===== src/rtl/pixel_streamer.sv =====
// Raster-order feature-map reader with a 2-entry skid FIFO and per-pixel window tags.
// Latency: start -> first read +1 cycle -> first pixel_valid +3 cycles; backpressure via pixel_ready, reads throttled to 2 outstanding.

// Small synchronous FIFO: show-ahead read port, occupancy count exposed.
// Latency: write visible on rd_dat the cycle after wr_vld; backpressure: writes dropped when full without a pop.
module sfifo #(
  parameter int W     = 8,
  parameter int DEPTH = 2,
  parameter int AW    = (DEPTH > 1) ? $clog2(DEPTH) : 1,
  parameter int CW    = $clog2(DEPTH + 1)
) (
  input  logic          clk,
  input  logic          rst_n,
  input  logic          wr_vld,
  input  logic [W-1:0]  wr_dat,
  output logic          rd_vld,
  input  logic          rd_rdy,
  output logic [W-1:0]  rd_dat,
  output logic [CW-1:0] cnt
);
  logic [W-1:0]  mem_q [DEPTH];
  logic [AW-1:0] wptr_q, rptr_q;
  logic [CW-1:0] cnt_q;
  logic          push, pop;

  assign pop    = rd_rdy && (cnt_q != '0);
  assign push   = wr_vld && ((cnt_q != CW'(DEPTH)) || pop);
  assign rd_vld = (cnt_q != '0);
  assign rd_dat = mem_q[rptr_q];
  assign cnt    = cnt_q;

  always_ff @(posedge clk or negedge rst_n) begin
    if (!rst_n) begin
      for (int i = 0; i < DEPTH; i++) mem_q[i] <= '0;
      wptr_q <= '0;
      rptr_q <= '0;
      cnt_q  <= '0;
    end else begin
      if (push) begin
        mem_q[wptr_q] <= wr_dat;
        wptr_q        <= (wptr_q == AW'(DEPTH - 1)) ? '0 : wptr_q + 1'b1;
      end
      if (pop) begin
        rptr_q <= (rptr_q == AW'(DEPTH - 1)) ? '0 : rptr_q + 1'b1;
      end
      case ({push, pop})
        2'b10:   cnt_q <= cnt_q + 1'b1;
        2'b01:   cnt_q <= cnt_q - 1'b1;
        default: cnt_q <= cnt_q;
      endcase
    end
  end
endmodule

module pixel_streamer #(
  parameter int ADDR_W = 16,
  parameter int DIM_W  = 8
) (
  input  logic              clk,
  input  logic              rst_n,
  input  logic              start,
  input  logic [ADDR_W-1:0] base_addr,
  input  logic [DIM_W-1:0]  stage_width,
  input  logic [DIM_W-1:0]  stage_height,
  output logic              mem_rd_en,
  output logic [ADDR_W-1:0] mem_addr,
  input  logic [7:0]        mem_rdata,
  output logic [7:0]        pixel_out,
  output logic              pixel_valid,
  input  logic              pixel_ready,
  output logic [DIM_W-1:0]  row,
  output logic [DIM_W-1:0]  col,
  output logic              win_valid,
  output logic              eol,
  output logic              eof,
  output logic              busy,
  output logic              done
);
  typedef struct packed {
    logic [DIM_W-1:0] row;
    logic [DIM_W-1:0] col;
    logic             win;
    logic             eol;
    logic             eof;
  } meta_t;

  typedef struct packed {
    logic [7:0] pix;
    meta_t      meta;
  } pix_t;

  typedef enum logic [1:0] {S_IDLE, S_RUN, S_DRAIN, S_DONE} state_t;

  state_t            state_q, state_d;
  logic [ADDR_W-1:0] addr_q, addr_d;
  logic [DIM_W-1:0]  rd_row_q, rd_row_d, rd_col_q, rd_col_d;
  logic [DIM_W-1:0]  width_q, width_d, height_q, height_d;
  logic [DIM_W-1:0]  col_last, row_last;
  logic              inflight_q;
  meta_t             inflight_meta_q, issue_meta;
  logic              issue, xfer, rd_last;
  logic [1:0]        fifo_cnt;
  logic [2:0]        occ;
  pix_t              wr_pix, head;

  assign col_last = width_q - {{(DIM_W-1){1'b0}}, 1'b1};
  assign row_last = height_q - {{(DIM_W-1){1'b0}}, 1'b1};
  assign rd_last  = (rd_col_q == col_last) && (rd_row_q == row_last);
  assign xfer     = pixel_valid && pixel_ready;
  // A transfer this cycle frees its slot in time for a new read to land in it.
  assign occ      = {1'b0, fifo_cnt} + {2'b00, inflight_q} - {2'b00, xfer};

  always_comb begin
    issue_meta.row = rd_row_q;
    issue_meta.col = rd_col_q;
    issue_meta.win = (rd_row_q >= DIM_W'(2)) && (rd_col_q >= DIM_W'(2));
    issue_meta.eol = (rd_col_q == col_last);
    issue_meta.eof = (rd_col_q == col_last) && (rd_row_q == row_last);
  end

  always_comb begin
    state_d  = state_q;
    addr_d   = addr_q;
    rd_row_d = rd_row_q;
    rd_col_d = rd_col_q;
    width_d  = width_q;
    height_d = height_q;
    issue    = 1'b0;
    busy     = 1'b0;
    done     = 1'b0;
    case (state_q)
      S_IDLE: begin
        if (start) begin
          width_d  = stage_width;
          height_d = stage_height;
          addr_d   = base_addr;
          rd_row_d = '0;
          rd_col_d = '0;
          state_d  = ((stage_width != '0) && (stage_height != '0)) ? S_RUN : S_DONE;
        end
      end
      S_RUN: begin
        busy = 1'b1;
        if (occ < 3'd2) begin
          issue  = 1'b1;
          // Raster order is contiguous, so the address just counts up.
          addr_d = addr_q + 1'b1;
          if (rd_col_q == col_last) begin
            rd_col_d = '0;
            rd_row_d = rd_row_q + 1'b1;
          end else begin
            rd_col_d = rd_col_q + 1'b1;
          end
          if (rd_last) state_d = S_DRAIN;
        end
      end
      S_DRAIN: begin
        busy = 1'b1;
        if (!inflight_q && ((fifo_cnt == 2'd0) || ((fifo_cnt == 2'd1) && xfer))) begin
          state_d = S_DONE;
        end
      end
      S_DONE: begin
        done    = 1'b1;
        state_d = S_IDLE;
      end
      default: state_d = S_IDLE;
    endcase
  end

  always_ff @(posedge clk or negedge rst_n) begin
    if (!rst_n) begin
      state_q  <= S_IDLE;
      addr_q   <= '0;
      rd_row_q <= '0;
      rd_col_q <= '0;
      width_q  <= '0;
      height_q <= '0;
    end else begin
      state_q  <= state_d;
      addr_q   <= addr_d;
      rd_row_q <= rd_row_d;
      rd_col_q <= rd_col_d;
      width_q  <= width_d;
      height_q <= height_d;
    end
  end

  // Tags travel alongside the read so they line up with mem_rdata next cycle.
  always_ff @(posedge clk or negedge rst_n) begin
    if (!rst_n) begin
      inflight_q      <= 1'b0;
      inflight_meta_q <= '0;
    end else begin
      inflight_q <= issue;
      if (issue) inflight_meta_q <= issue_meta;
    end
  end

  always_comb begin
    wr_pix.pix  = mem_rdata;
    wr_pix.meta = inflight_meta_q;
  end

  sfifo #(
    .W     ($bits(pix_t)),
    .DEPTH (2)
  ) u_skid (
    .clk    (clk),
    .rst_n  (rst_n),
    .wr_vld (inflight_q),
    .wr_dat (wr_pix),
    .rd_vld (pixel_valid),
    .rd_rdy (pixel_ready),
    .rd_dat (head),
    .cnt    (fifo_cnt)
  );

  assign mem_rd_en = issue;
  assign mem_addr  = addr_q;
  assign pixel_out = head.pix;
  assign row       = head.meta.row;
  assign col       = head.meta.col;
  assign win_valid = head.meta.win;
  assign eol       = head.meta.eol;
  assign eof       = head.meta.eof;
endmodule

===== config.mk =====
export PLATFORM = sky130hd
export DESIGN_NAME = pixel_streamer
export DESIGN_NICKNAME = d
export VERILOG_FILES = /design/src/rtl/pixel_streamer.sv
export SDC_FILE = /design/constraint.sdc
export NUM_CORES = 1
export LEC_CHECK = 0
export BUFFER_PORTS_ARGS = -buffer_cell sky130_fd_sc_hd__buf_2
export CELL_PAD_IN_SITES_DETAIL_PLACEMENT = 1
export CELL_PAD_IN_SITES_GLOBAL_PLACEMENT = 1
export CORE_MARGIN = 10
export CORE_UTILIZATION = 49
export DETAILED_ROUTE_END_ITERATION = 12
export GPL_TIMING_DRIVEN = 0
export PLACE_DENSITY_LB_ADDON = 0.1
export SYNTH_ARGS = -nofsm -noshare
export SYNTH_HDL_FRONTEND = slang
export SYNTH_SLANG_ARGS = --single-unit

===== constraint.sdc =====
create_clock -name clk -period 9 [get_ports clk]
set_clock_uncertainty 0.1 [all_clocks]
set_input_delay 0.9 -clock clk [delete_from_list [all_inputs] [get_ports clk]]
set_output_delay 0.9 -clock clk [all_outputs]
set_load 0.05 [all_outputs]

* After elaboration in Yosys (flattened, before gate mapping)
Index checks and enable logic that the tools add are counted.
Cells by class: reduce and logical (&&, ||, !) cells 23, bitwise gates (word level) 2, add/sub/neg operators 11, magnitude comparators 6, multiplexer cells 29, equality and inequality tests 14
Operator list (count):
- $mux 27 | 4
- $bwmux 54 | 1
- $mux 8 | 5
- $mux 16 | 2
- $pmux 16 s2 | 1
- $pmux 8 s2 | 2
- $demux 27 s1 | 1
- $add 16x1->16 const B | 1
- $add 8x1->8 const B | 2
- $eq 8x8->1 | 2
- $ge 8x2->1 const B | 2
- $reduce_bool 8->1 | 2
- $sub 8x1->8 const B | 2
- $ne 2x2->1 const B | 6
- $mux 2 | 5
- $logic_and 1x1->1 | 8
- $pmux 2 s4 | 1
- $reduce_and 4->1 | 2
- $eq 2x1->1 const B | 3
- $eq 2x2->1 const B | 3
- $mux 1 | 6
- $reduce_bool 2->1 | 3
- $ge 2x2->1 const B | 2
- $logic_not 2->1 | 2
- 14 further kinds | 17
Storage, ports and cells: logic and storage cells 102, bits in registers 128

* Logic depth before layout (Yosys ltp)
Gate-level depths: netlist of run 1.
depth in word-level cells 7, gate-level depth with buffers 14

* Cells and area by module
Synthesis of run 1 repeated with hierarchy kept, for this count alone.
Unflattened totals: cell total of the unflattened synthesis 572, area, all modules 6444.9 um^2
Modules (own cells, without submodules):
- pixel_streamer | instances 1, area an instance 3896.2 um^2, cells each 411, seq. area each 1751.7 um^2
- sfifo | instances 1, area an instance 2548.7 um^2, cells each 161, seq. area each 1451.4 um^2

* Worst setup path before layout of run 1
No wires, ideal clock.
kind input-to-output, start point input pixel_ready, end point output mem_rd_en, stages on the path 9, slack 4.856 ns, arrival 3.144 ns, cells stage by stage nor2b_1 -> ha_1 -> nor2b_1 -> fa_1 -> nand2b_1 -> or2_2 -> buf_2 -> clkbuf_1 -> inv_1
On the way: longest elaborated chain between the ends 5
Ends and longest elaborated chain:
- start: declaration | RTL line 70 | input logic pixel_ready,
- $logic_and 1x1->1 | RTL line 109 | assign xfer = pixel_valid && pixel_ready;
- $sub 3x1->3 | RTL line 111 | assign occ = {1'b0, fifo_cnt} + {2'b00, inflight_q} - {2'b00, xfer};
- $lt 3x2->1 | RTL line 144 | if (occ < 3'd2) begin
- $mux 1 | RTL line 144
- $mux 1 | RTL line 131 | case (state_q)
- end: declaration | RTL line 65 | output logic mem_rd_en,
No other way between the ends.

* Final worst setup path of run 1
start point register u_skid.cnt_q[1], in the netlist u_skid.cnt[1], end point output mem_rd_en
On the way: longest elaborated chain between the ends 6, elaborated cells on any way between the ends 7
Ends and longest elaborated chain:
- start: declaration | RTL line 23 | logic [CW-1:0] cnt_q;
- start signal: assignment | RTL line 47 | 2'b10: cnt_q <= cnt_q + 1'b1;
- start signal: assignment | RTL line 48 | 2'b01: cnt_q <= cnt_q - 1'b1;
- start signal: assignment | RTL line 49 | default: cnt_q <= cnt_q;
- $reduce_bool 2->1
- $logic_and 1x1->1
- net u_skid.pop | RTL line 24 | logic push, pop;
- $sub 3x1->3 | RTL line 111
- $lt 3x2->1 | RTL line 144
- $mux 1 | RTL line 144
- $mux 1 | RTL line 131
The timed path passes the listed nets, and every way through them passes these cells.

==> out/qor.txt, run 1 <==
Outcome -> complete, no violations
Relative slew margins -> 51.2%
GPL Wtd Cong -> 0.839
Routed len/inst -> 20.6 µm
Sequential area share after synthesis -> 48.6%
Inserted Clock Buffers -> 17
CP Launch Point -> u_skid.cnt[1]$_DFFE_PN0P_
Crit. End Element -> output port
Tmin final -> 4820 ps
Drt pass-1 iters -> 4
Mapped Nets -> 646
Pins Over Slew Limit -> 0
Number of flops mapped to enable cells by yosys -> 0
Vias in the first global route -> 5587
Syn Inst Count -> 585
Met3 routed WL -> 712 µm
VDD IR-drop max -> 0.307 mV
RR Startpoint -> u_skid.cnt[1]$_DFFE_PN0P_
Power per standard cell area -> 379 mW/mm²
GRT Residual Overflow -> 0
Post-CTS setup buffers -> 0
Worst-margin pin slew -> 729 ps
First-pass GRT wire length -> 29600 µm
Post-Syn Area -> 0.00660 mm²
Initial DRC count -> 289
Max frequency -> 207 MHz
Max Root-Sink Buffers -> 2
H-tree Lvls -> 4
Total power -> 2.99 mW
Ports -> 91
Clk root buf -> clkbuf_16
Yosys top cell by area -> dfrtp_1
Setup violators final -> 0
Final layout net count -> 756
Worst-skew pair later-pin latency -> 410 ps
CP Max Fanout -> 10
Top cells by area, synth -> dfrtp_1 49%, mux2_2 19%, ha_1 3.0%
Final Util -> 59.8%
Share of cells above drive strength 1 -> 35.9%
Ys Warns -> 0
Vias -> 5019
Cts repair resizes -> 0
FF-to-FF setup slack -> 5150 ps
CTS Hold Buffers Added -> 0
Post-DP HPWL -> 12400 µm
Share of synthesized registers carrying an async set or reset -> 100%
Non-filler cells, final -> 884
Via-to-Cell Ratio -> 5.68
RSZ-0062 raised after global routing -> false
DRC Markers -> 0
Max Cap Viol -> 0
WL met1 -> 7830 µm
Die ar. -> 0.0185 mm²
Min-delay worst type -> in -> async
Gr usage total -> 20.2%
Unique masters post-synth -> 60
Synth cell count leaders -> 128 x dfrtp_1, 109 x mux2_2, 48 x nand2_1
Area of the core -> 0.0132 mm²
Top Layer Used -> met4
Leak Pwr -> 3.74 nW
Port Buffers -> 90
Site row count -> 42
Largest net degree at the start of global routing -> 88
Flops & latches, synth -> 128
Worst EP required -> 8000 ps
Avg Cell Area, Syn -> 11.3 µm²
Chip width -> 136 µm
CTS Sinks -> 128
Setup TNS -> 0 ps
Clk slew on worst S/H paths -> 60 ps
Met2 wire length -> 9380 µm
CP Class -> reg -> out
Final ANT Viol Nets -> 0
Worst EP arrival -> 3820 ps
Placed cells -> 852
Final WL -> 18200 µm
Initial antenna violation count -> 0
Reg2Reg Depth -> 12
CTS tree -> built
Layout overhead on the synthesized area -> 19.6%
Critical Path End -> mem_rd_en
Worst R2R End -> mem_addr[7]$_DFFE_PN0P_
Period utilisation layout -> 53.6%
Startpoint Class -> flip-flop
Yosys top cell area share -> 48.6%
Ys flop type -> dfrtp_1
Final hold viol count -> 0
Count leader, synth -> dfrtp_1
Starting Density -> 50.0%
Die height -> 136 µm
[final cells by class]
class	instances	area, µm²
repair buffers	91	484
multi-input cells	406	3160
clock buffers	22	474
fillers	1408	5310
well taps	176	220
clock inverters	9	109
diodes	1	2.50
inverters	19	71.3
plain buffers	32	158
flip-flops and latches	128	3200
[cells in the final DEF, fill, tap and decap left out, drive strengths merged, types with 6 or more instances in the layout]
cell / n
nor2b: 6
buf: 105
mux2: 109
nor2: 29
a21oi: 27
and3: 6
clkinv: 6
xnor2: 17
xor2: 13
nor3: 6
nand2: 49
nand4: 10
o21ai: 30
nand2b: 7
ha: 16
nand3: 14
inv: 19
clkbuf: 40
nor4: 14
dfrtp: 128
[flip-flops by register name, indices dropped and copies added, names as in the netlist]
register	count
u_skid.mem_q	54
inflight_meta_q	19
mem_addr	16
height_q	8
rd_col_q	8
rd_row_q	8
width_q	8
state_q	2
u_skid.cnt	2
inflight_q	1
u_skid.rptr_q	1
u_skid.wptr_q	1
[worst min-delay path by stage]
stage / endpoint / slack [ps] / depth (start not counted)
after floorplan: inflight_meta_q[0]$_DFFE_PN0P_ / 360 / 2
final: u_skid.mem_q[43]$_DFFE_PN0P_ / 300 / 1
after global placement: u_skid.mem_q[22]$_DFFE_PN0P_ / 380 / 1
after CTS: u_skid.mem_q[43]$_DFFE_PN0P_ / 300 / 1
after detailed placement: u_skid.mem_q[7]$_DFFE_PN0P_ / 390 / 1
after global routing: u_skid.mem_q[24]$_DFFE_PN0P_ / 320 / 1
[logic make-up (layout without fill, tap and decap cells)]
family / count (synthesis) / in the layout / share of synthesized area, %
buf+inv: 51 / 173 / 3.47
simple gates: 153 / 153 / 12.0
flops: 128 / 128 / 48.6
fa+ha+maj: 17 / 17 / 3.34
xor+xnor: 30 / 30 / 4.10
compound gates: 93 / 93 / 9.30
mux: 113 / 113 / 19.2
other cells: 0 / 1 / 0
[metrics by stage]
step | hold WS, ps | setup WS [ps] | area [µm²]
after floorplan | 361 | 4860 | 6600
after global placement | 381 | 4400 | 7270
after detailed placement | 389 | 4360 | 7300
after CTS | 300 | 4100 | 7880
after global routing | 323 | 3800 | 7880
final | 299 | 4180 | 7890
[worst max-delay path, stage by stage (launching register included)]
cell	delay, ps
dfrtp_1	400
inv_1	110
ha_1	220
nor2b_1	290
ha_1	300
nor2b_1	130
fa_1	420
nand2b_1	290
or2_2	330
buf_2	210
clkbuf_1	240
inv_1	170
buf_2	280
[where the power goes]
group	switching, mW	leakage (nW)	internal, mW
Clock	0.251	0.286	0.428
Combinational	0.901	1.79	0.488
Sequential	0.175	1.66	0.747
[metal layers]
layer,vias up,GRT usage (%)
li1,2310,-
met1,2585,24.0
met2,100,35.2
met3,24,4.83
met4,0,6.80
met5,-,0
No activity file was read; power rests on OpenSTA's default activity.
==> run 2, diff against run 1 <==
--- a/config.mk
+++ b/config.mk
@@ -9,7 +9,7 @@
 export CELL_PAD_IN_SITES_DETAIL_PLACEMENT = 1
 export CELL_PAD_IN_SITES_GLOBAL_PLACEMENT = 1
 export CORE_MARGIN = 10
-export CORE_UTILIZATION = 49
+export CORE_UTILIZATION = 46
 export DETAILED_ROUTE_END_ITERATION = 12
 export GPL_TIMING_DRIVEN = 0
 export PLACE_DENSITY_LB_ADDON = 0.1
==> constraint.sdc (replaced) <==
create_clock -name clk -period 4.95 [get_ports clk]
set_clock_uncertainty 0.1 [all_clocks]
set_input_delay 0.495 -clock clk [delete_from_list [all_inputs] [get_ports clk]]
set_output_delay 0.495 -clock clk [all_outputs]
set_load 0.05 [all_outputs]
==> run 2 against run 1 <==
Effect of this change: via count is 2.7% lower; critical path depth did not move; hold slack worse by 120 ps; sequential power is 80% higher; clock power increased by 58%; clock-buffer cell count grew 1; routed wire length decreased by 6.0%; power increased by 75%; critical path type unchanged; highest routed layer unchanged.
==> out/qor.txt, run 2 (synthesized netlist as in run 1, its figures left out) <==
Vias -> 4881 (was 5019)
Layout overhead on the synthesized area -> 18.3% (was 19.6%)
Max frequency -> 223 MHz
First-pass GRT wire length -> 28700 µm (was 29600 µm)
Min-delay worst type -> in -> reg (was in -> async)
CP Class -> reg -> out (unchanged)
DRC Markers -> 0 (unchanged)
Hold Crit Start -> base_addr[8]
CTS Sinks -> 128 (unchanged)
Post-route setup slack -> 470 ps (was 4180 ps)
Final ANT Viol Nets -> 0 (unchanged)
Worst EP arrival -> 3880 ps (was 3820 ps)
Largest net degree at the start of global routing -> 90 (was 88)
GRT Residual Overflow -> 0 (unchanged)
CTS tree -> built (unchanged)
Final WL -> 17100 µm (was 18200 µm)
Final layout net count -> 757 (was 756)
Die height -> 140 µm (was 136 µm)
Ports -> 91 (unchanged)
Dpl ws -> 928 ps (was 4360 ps)
Final hold viol count -> 0 (unchanged)
Total power -> 5.23 mW (was 2.99 mW)
Initial antenna violation count -> 0 (unchanged)
Most common cell after layout, fill and taps aside -> dfrtp_1 (unchanged)
Commonest cells after routing, fill and taps aside -> 128 x dfrtp_1, 109 x mux2_2, 95 x buf_2, 48 x nand2_1, 28 x nor2_1 (unchanged)
Clk slew on worst S/H paths -> 60 ps (about the same)
Worst EP required -> 4360 ps (was 8000 ps)
Routed len/inst -> 19.3 µm (was 20.6 µm)
Port Buffers -> 90 (unchanged)
Startpoint Class -> flip-flop (unchanged)
Initial DRC count -> 205 (was 289)
Vias in the first global route -> 5430 (was 5587)
Final Util -> 55.8% (was 59.8%)
Via-to-Cell Ratio -> 5.51 (was 5.68)
Outcome -> complete, no violations (unchanged)
Reg2Reg Depth -> 12 (unchanged)
Period utilisation layout -> 90.5%
Die ar. -> 0.0195 mm² (was 0.0185 mm²)
RR Startpoint -> u_skid.cnt[1]$_DFFE_PN0P_ (unchanged)
Inserted Clock Buffers -> 17 (unchanged)
Worst-skew pair later-pin latency -> 420 ps (was 410 ps)
Setup TNS -> 0 ps (unchanged)
GPL Wtd Cong -> 0.841 (was 0.839)
Gr usage total -> 17.9% (was 20.2%)
Leak Pwr -> 3.70 nW (was 3.74 nW)
Tmin final -> 4480 ps
Starting Density -> 47.1% (was 50.0%)
Most flops, register -> u_skid.mem_q (unchanged)
Max reg flops -> 54 (unchanged)
Share of cells above drive strength 1 -> 35.1% (was 35.9%)
Hold worst-path end -> mem_addr[8]$_DFFE_PN0P_
Clk root buf -> clkbuf_16 (unchanged)
Worst-margin pin slew -> 739 ps (was 729 ps)
Setup violators final -> 0 (unchanged)
Max Cap Viol -> 0 (unchanged)
VDD IR-drop max -> 0.353 mV (was 0.307 mV)
Chip width -> 140 µm (was 136 µm)
Area of the core -> 0.0140 mm² (was 0.0132 mm²)
RSZ-0062 raised after global routing -> false (unchanged)
H-tree Lvls -> 4 (unchanged)
FF-to-FF setup slack -> 1000 ps (was 5150 ps)
Relative slew margins -> 50.6% (was 51.2%)
Cts repair resizes -> 0 (unchanged)
Ant. Diodes -> 0 (was 1)
Worst R2R End -> mem_addr[12]$_DFFE_PN0P_ (was mem_addr[7]$_DFFE_PN0P_)
Post-CTS setup buffers -> 0 (unchanged)
Max Root-Sink Buffers -> 2 (unchanged)
Post-DP HPWL -> 12600 µm (was 12400 µm)
Worst Hold Depth -> 3
Pins Over Slew Limit -> 0 (unchanged)
Crit. End Element -> output port (unchanged)
Site row count -> 43 (was 42)
Drt pass-1 iters -> 4 (unchanged)
Power per standard cell area -> 670 mW/mm² (was 379 mW/mm²)
CP Max Fanout -> 10 (unchanged)
run 2: cell count changes in the layout (fill, tap and decap cells not counted), sizes merged:
cell         before  now
clkinv            6    5
clkbuf           40   41
diode             1    0
bufinv            2    0
dlygate4sd3       0    1
run 2: worst max-delay path: stages, from the launching register on:
cell and delay, ps:
dfrtp_1 410, inv_1 120, ha_1 230, nor2b_1 330, ha_1 310, nor2b_1 140, fa_1 430, nand2b_1 290
or2_2 330, buf_2 210, clkbuf_1 230, inv_1 150, buf_2 280
run 2: cell type report:
| class | instances | area, µm² |
|---|---|---|
| multi-input cells | 406 | 3160 |
| inverters | 19 | 71.3 |
| clock inverters | 6 | 40.0 |
| clock buffers | 23 | 448 |
| flip-flops and latches | 128 | 3200 |
| plain buffers | 32 | 158 |
| repair buffers | 92 | 494 |
| fillers | 1502 | 6190 |
| well taps | 180 | 225 |
run 2: repair_timing:
| item | in CTS | in global routing |
|---|---|---|
| endpoints found under the hold margin | 39 | 0 |
| hold buffers | 1 | 0 |
| endpoints found under the setup margin | 0 | 0 |
run 2: where the power goes:
part / switching [mW] / total [mW] / internal, mW
Sequential: 0.305 / 1.66 / 1.36
Combinational: 1.61 / 2.49 / 0.884
Clock: 0.441 / 1.07 / 0.628
Total: 2.36 / 5.23 / 2.87
run 2: worst max path at each step:
stage                endpoint                 startpoint
floorplan           mem_rd_en  u_skid.cnt[1]$_DFFE_PN0P_
global placement    mem_rd_en  u_skid.cnt[1]$_DFFE_PN0P_
detailed placement  mem_rd_en  u_skid.cnt[1]$_DFFE_PN0P_
CTS                 mem_rd_en  u_skid.cnt[1]$_DFFE_PN0P_
global route        mem_rd_en  u_skid.cnt[1]$_DFFE_PN0P_
finish              mem_rd_en  u_skid.cnt[1]$_DFFE_PN0P_
run 2: metal layers:
| layer | vias up | GRT usage [%] | part of all wire, % |
|---|---|---|---|
| met5 | - | 0 | 0 |
| met4 | 0 | 5.38 | 1.1 |
| met3 | 16 | 5.17 | 4.8 |
| met2 | 103 | 29.7 | 49 |
| met1 | 2454 | 21.8 | 45 |
| li1 | 2308 | - | - |
run 2: per-stage QoR:
stage | hold slack [ps] | instance area [µm²] | std cells
6_report | 183 | 7800 | 886
5_1_grt | 203 | 7800 | 886
4_1_cts | 165 | 7800 | 886
3_5_place_dp | 339 | 7300 | 856
3_3_place_gp | 380 | 7270 | 855
2_1_floorplan | 99.4 | 6600 | 585
